`src/rtl/sample_demux_1to4.sv`:
```
// 1:4 round-robin sample deserializer. Packs four successive accepted samples
// into one word and hands the word downstream over a valid/ready handshake.
module sample_demux_1to4 #(
  parameter int DATA_W = 8,
  parameter int CNT_W  = 16
) (
  input  logic                clk,
  input  logic                rst,
  input  logic                resync,
  input  logic                in_valid,
  output logic                in_ready,
  input  logic [DATA_W-1:0]   in_data,
  output logic                out_valid,
  input  logic                out_ready,
  output logic [4*DATA_W-1:0] out_data,
  output logic [1:0]          lane_ptr,
  output logic [CNT_W-1:0]    word_cnt
);

  // Lane 3 never needs storage: it is written straight into out_data.
  logic [2:0][DATA_W-1:0] acc;
  logic                   accept;
  logic                   complete;
  logic                   handoff;

  // Only the completing sample can stall, and only behind an unconsumed word.
  assign in_ready = resync || (lane_ptr != 2'd3) || !out_valid || out_ready;
  assign accept   = in_valid && in_ready;
  assign complete = accept && !resync && (lane_ptr == 2'd3);
  assign handoff  = out_valid && out_ready;

  // NOTE: every register here uses <= so all updates see pre-edge values.
  always_ff @(posedge clk) begin
    if (rst) begin
      // NOTE: the three-entry accumulator is reset as well; it is tiny flop storage, not a RAM.
      acc       <= '0;
      lane_ptr  <= 2'd0;
      out_valid <= 1'b0;
      out_data  <= '0;
      word_cnt  <= '0;
    end else begin
      if (resync) begin
        acc      <= '0;
        lane_ptr <= 2'd0;
      end else if (accept) begin
        case (lane_ptr)
          2'd0:    acc[0] <= in_data;
          2'd1:    acc[1] <= in_data;
          2'd2:    acc[2] <= in_data;
          default: ;
        endcase
        lane_ptr <= lane_ptr + 2'd1;
      end

      // A new word may replace the one being handed off in the same cycle.
      if (complete) begin
        out_data  <= {in_data, acc[2], acc[1], acc[0]};
        out_valid <= 1'b1;
      end else if (handoff) begin
        out_valid <= 1'b0;
      end

      if (handoff) begin
        word_cnt <= word_cnt + CNT_W'(1);
      end
    end
  end

endmodule

```
`config.mk`:
```
export PLATFORM = sky130hd
export DESIGN_NAME = sample_demux_1to4
export DESIGN_NICKNAME = d
export VERILOG_FILES = /design/src/rtl/sample_demux_1to4.sv
export SDC_FILE = /design/constraint.sdc
export NUM_CORES = 1
export LEC_CHECK = 0
export ABC_AREA = 1
export BUFFER_PORTS_ARGS = -buffer_cell sky130_fd_sc_hd__buf_2
export CORE_MARGIN = 1
export CORE_UTILIZATION = 50
export DETAILED_ROUTE_END_ITERATION = 16
export PLACE_DENSITY = 0.74
export SLEW_MARGIN = 25
export SYNTH_ARGS = -nofsm -noshare
export SYNTH_HDL_FRONTEND = slang
export SYNTH_SLANG_ARGS = --single-unit
export TNS_END_PERCENT = 30
```
`constraint.sdc`:
```
create_clock -name clk -period 1.8 [get_ports clk]
set_input_delay 0.27 -clock clk [delete_from_list [all_inputs] [get_ports clk]]
set_output_delay 0.27 -clock clk [all_outputs]
set_load 0.02 [all_outputs]
```
==> flow_results.org <==
** Run status
- Outcome :: complete, no violations

** Critical path
- STA classifies the critical path endpoint as an output port.
- Setup slack on the worst reg-to-reg path comes out at 240 ps.
- At the worst endpoint, the arrival time is approximately 1400 ps.
- Data on the critical path is required at its endpoint by roughly 1500 ps.
- The worst setup path is launched from a register.
- Crit Path Class :: register to output port
- Critical Path Fanout Max :: 5

** Clocking
- Clock tree synthesis inserted a total of 9 buffers.
- Number of sinks handled by clock tree synthesis :: 75
- CTS clk-pin slew, worst paths :: roughly 80 ps
- Clock root buffer :: sky130_fd_sc_hd__clkbuf_8
- H-tree levels :: 3
- TritonCTS built the clock tree.
- Clk buf depth :: 2
- Hold buffers post-CTS :: 0
- The clock reaches the later pin of the worst-skew pair after between 300 and 400 ps.

** Routing
- The pre-antenna-repair detailed-routing pass consisted of 4 iterations.
- Routed len/inst :: ~12 um
- Count of antenna-violating nets left after detailed routing :: 0
- Vias per std cell :: approximately 5
- For this block, the initial DRC count from the detailed router was approximately 120.
- The routed design has approximately 6.3 mm of wire.
- After detailed routing, the number of remaining DRC violations is 0.
- The final route contains ~2600 vias.

** Layout
- The area growth from synthesis to layout is 19.9%.
- Final core area utilization :: 0.630
- Count of inserted antenna diode cells :: 0
- After routing the design area is between 3000 and 4000 sq um.
- The net count of the finished layout is approximately 460.
- In the final layout, the share of cells above drive strength 1 is 0.221.

** Logic synthesis
- Of the total synthesized cell area, the portion taken by full adders, half adders and majority gates is 0.0212.
- Number of enable-type register cells in the synthesized netlist :: 0
- Async set or reset register ratio after synthesis :: 0
- Yosys instantiated no cell more often than sky130_fd_sc_hd__dfxtp_1.
- Top cells by area in the synthesized netlist :: sky130_fd_sc_hd__dfxtp_1, sky130_fd_sc_hd__a21oi_1, sky130_fd_sc_hd__nand2_1, sky130_fd_sc_hd__inv_1, sky130_fd_sc_hd__o21ai_0
- sky130_fd_sc_hd__dfxtp_1 takes more of the synthesized area than any other cell.
- Top cell types by occurrence after synthesis :: sky130_fd_sc_hd__dfxtp_1, sky130_fd_sc_hd__nand2_1, sky130_fd_sc_hd__a21oi_1
- Share of Yosys cell area claimed by the top area cell type :: 0.509
- Number of synthesized register bits :: between 70 and 80
- Synth Net Count :: between 300 and 400
- Dominant combinational cell family by area after synthesis :: compound AO/OA/AOI/OAI gates
- Multiplexer share of the synthesized area :: 0
- Sequential-to-total area share from yosys stat :: 0.509
- Count of synthesis-stage warnings from yosys :: 0
- Of the total synthesized cell area, the portion taken by AND, OR, NAND and NOR gates is 0.177.
- The cell area that synthesis handed to floorplanning was between 2000 and 3000 sq um.
- The netlist uses 27 different library cells.
- Post-synthesis cell count :: 380
- Leading register cell type out of synthesis :: sky130_fd_sc_hd__dfxtp_1
- Synthesized-area fraction occupied by ao, oa, aoi and oai cells :: 0.189
- Synthesized area per cell :: 7.76 sq um
- Of the total synthesized cell area, the portion taken by XOR and XNOR cells is 0.00594.

** Timing
- Layout Skew :: just over 8 ps
- Period utilization :: 0.950
- Final Slew Violations :: 0
- Setup repair after global routing left no endpoint under its margin.
- Setup violations remaining at the end of the flow were counted as 0.
- Setup TNS Final :: 0 ps
- Post-layout min period :: between 1500 and 2000 ps
- Worst-margin pin slew :: 541 ps
- The number of endpoints with negative hold slack in the final report was 0.
- Max-Slew Margin vs Limit :: 0.639
- Static timing analysis puts the maximum clock frequency at between 500 and 600 MHz.

** Power
- Total power consumption of the routed design :: 3.22 mW
- Power density relative to cell area :: a little over 900 nW/um^2
- The analysis attributes to cell leakage a power of 1.44 nW.
- Maximum ir drop on the vdd rail :: 0.531 mV

** Job
- Across the run, the number of max-cap violations was 0.

** Placement
- Area post-placement :: 3320 sq um
- I/O Buffers :: 64
- The congestion estimate from routability-driven global placement came to between 0.7 and 0.8.
- Summed over all nets, the half-perimeter wirelength after detailed placement is ~4.3 mm.

** Die
- Pin placement for this block handled 65 I/O pins.
- Horiz. Die Dim :: just under 80 um
- Number of standard-cell rows in the floorplan :: 27
- Die height :: just under 80 um
- Core Footprint :: between 5000 and 6000 sq um
- For this configuration, the core starts out at a cell density of 0.526.
- The die covers between 6000 and 7000 sq um.

** Global routing
- Wire length of the first global-routing pass :: between 10 and 15 mm
- The number of antenna violations at the first check in global routing was 0.
- Entering global routing, the biggest net connects 65 pins.
- All-Layer GR Usage :: 0.215
- The via count of the first global-routing pass is 2267.
- Summed over all layers, the global routing overflow is 0.

** Hold path
- The path class of the tightest hold or removal check is primary input to register.
==> state kept, by name (all words and copies together), names as in the netlist <==
name	flops
acc	24
lane_ptr	2
out_data	32
out_valid	1
word_cnt	16
==> critical path, stage by stage, from the launching register on <==
cell                      delay (ps)
sky130_fd_sc_hd__dfxtp_1         370
sky130_fd_sc_hd__ha_1            160
sky130_fd_sc_hd__inv_1            30
sky130_fd_sc_hd__nor2_1          160
sky130_fd_sc_hd__nand3_2         170
sky130_fd_sc_hd__buf_2           200
==> per-stage QoR <==
stage          hold slack [ps]  worst slack (ps)  cells
6_report                   215              89.6    520
5_1_grt                    219             0.524    520
4_1_cts                    210              50.6    520
3_5_place_dp               431               229    504
3_3_place_gp               428               276    504
2_1_floorplan              414               267    380
==> worst paths after layout <==
check	to	startpoint	cells past startpoint
max	in_ready	lane_ptr[1]	5
min	acc[14]	in_data[6]	3
min reg2reg	out_data[2]	out_data[2]	2
max reg2reg	out_data[13]	lane_ptr[1]	7
==> cell families (layout without fill, tap and decap cells) <==
kind of cell / count (synthesis) / after routing
compound gates: 109 / 109
xor+xnor: 2 / 2
flops: 75 / 75
simple gates: 119 / 119
fa+ha+maj: 5 / 5
buf+inv: 70 / 138
==> power breakdown <==
part | internal, mW | switching [mW]
clock network | 0.775 | 0.627
logic | 0.0442 | 0.0955
registers | 1.67 | 0.00718
total | 2.49 | 0.729
==> metal layers <==
layer / up-vias / GRT usage / part of all wire
li1: 1340 / - / -
met1: 1197 / 0.281 / 0.47
met2: 68 / 0.337 / 0.45
met3: 10 / 0.0471 / 0.062
met4: 0 / 0.102 / 0.018
met5: - / 0 / 0
==> cell usage in the layout (no fill, tap or decap), types with 2 or more instances in the layout <==
master and count:
sky130_fd_sc_hd__dfxtp_1 74, sky130_fd_sc_hd__nand2_1 72, sky130_fd_sc_hd__a21oi_1 65, sky130_fd_sc_hd__buf_2 64, sky130_fd_sc_hd__inv_1 51, sky130_fd_sc_hd__o21ai_0 31, sky130_fd_sc_hd__nor2_1 24, sky130_fd_sc_hd__clkbuf_8 9
sky130_fd_sc_hd__o21ai_1 8, sky130_fd_sc_hd__nand3_1 7, sky130_fd_sc_hd__nand3_2 5, sky130_fd_sc_hd__ha_1 5, sky130_fd_sc_hd__inv_2 4, sky130_fd_sc_hd__nand4_1 3, sky130_fd_sc_hd__clkinvlp_4 3, sky130_fd_sc_hd__nand2_2 2
sky130_fd_sc_hd__nor2_4 2, sky130_fd_sc_hd__nor2_2 2, sky130_fd_sc_hd__o21bai_1 2, sky130_fd_sc_hd__xor2_1 2, sky130_fd_sc_hd__bufinv_16 2, sky130_fd_sc_hd__clkinv_2 2, sky130_fd_sc_hd__buf_4 2
==> repair_timing <==
| action | 4_1_cts | 5_1_grt |
|---|---|---|
| buffers inserted | 0 | 0 |
| endpoints found under the setup margin | 0 | 1 |
| resized for setup | 0 | 1 |
==> area by class of cell <==
| type | instances | area, sq um |
|---|---|---|
| Clock buffer | 9 | 124 |
| Clock inverter | 7 | 92.6 |
| Fill cell | 544 | 2070 |
| Inverter | 55 | 206 |
| Multi-Input combinational cell | 235 | 1160 |
| Sequential cell | 75 | 1500 |
| Tap cell | 72 | 90.1 |
| Timing Repair Buffer | 67 | 355 |
No activity file was read; power rests on OpenSTA's default activity.
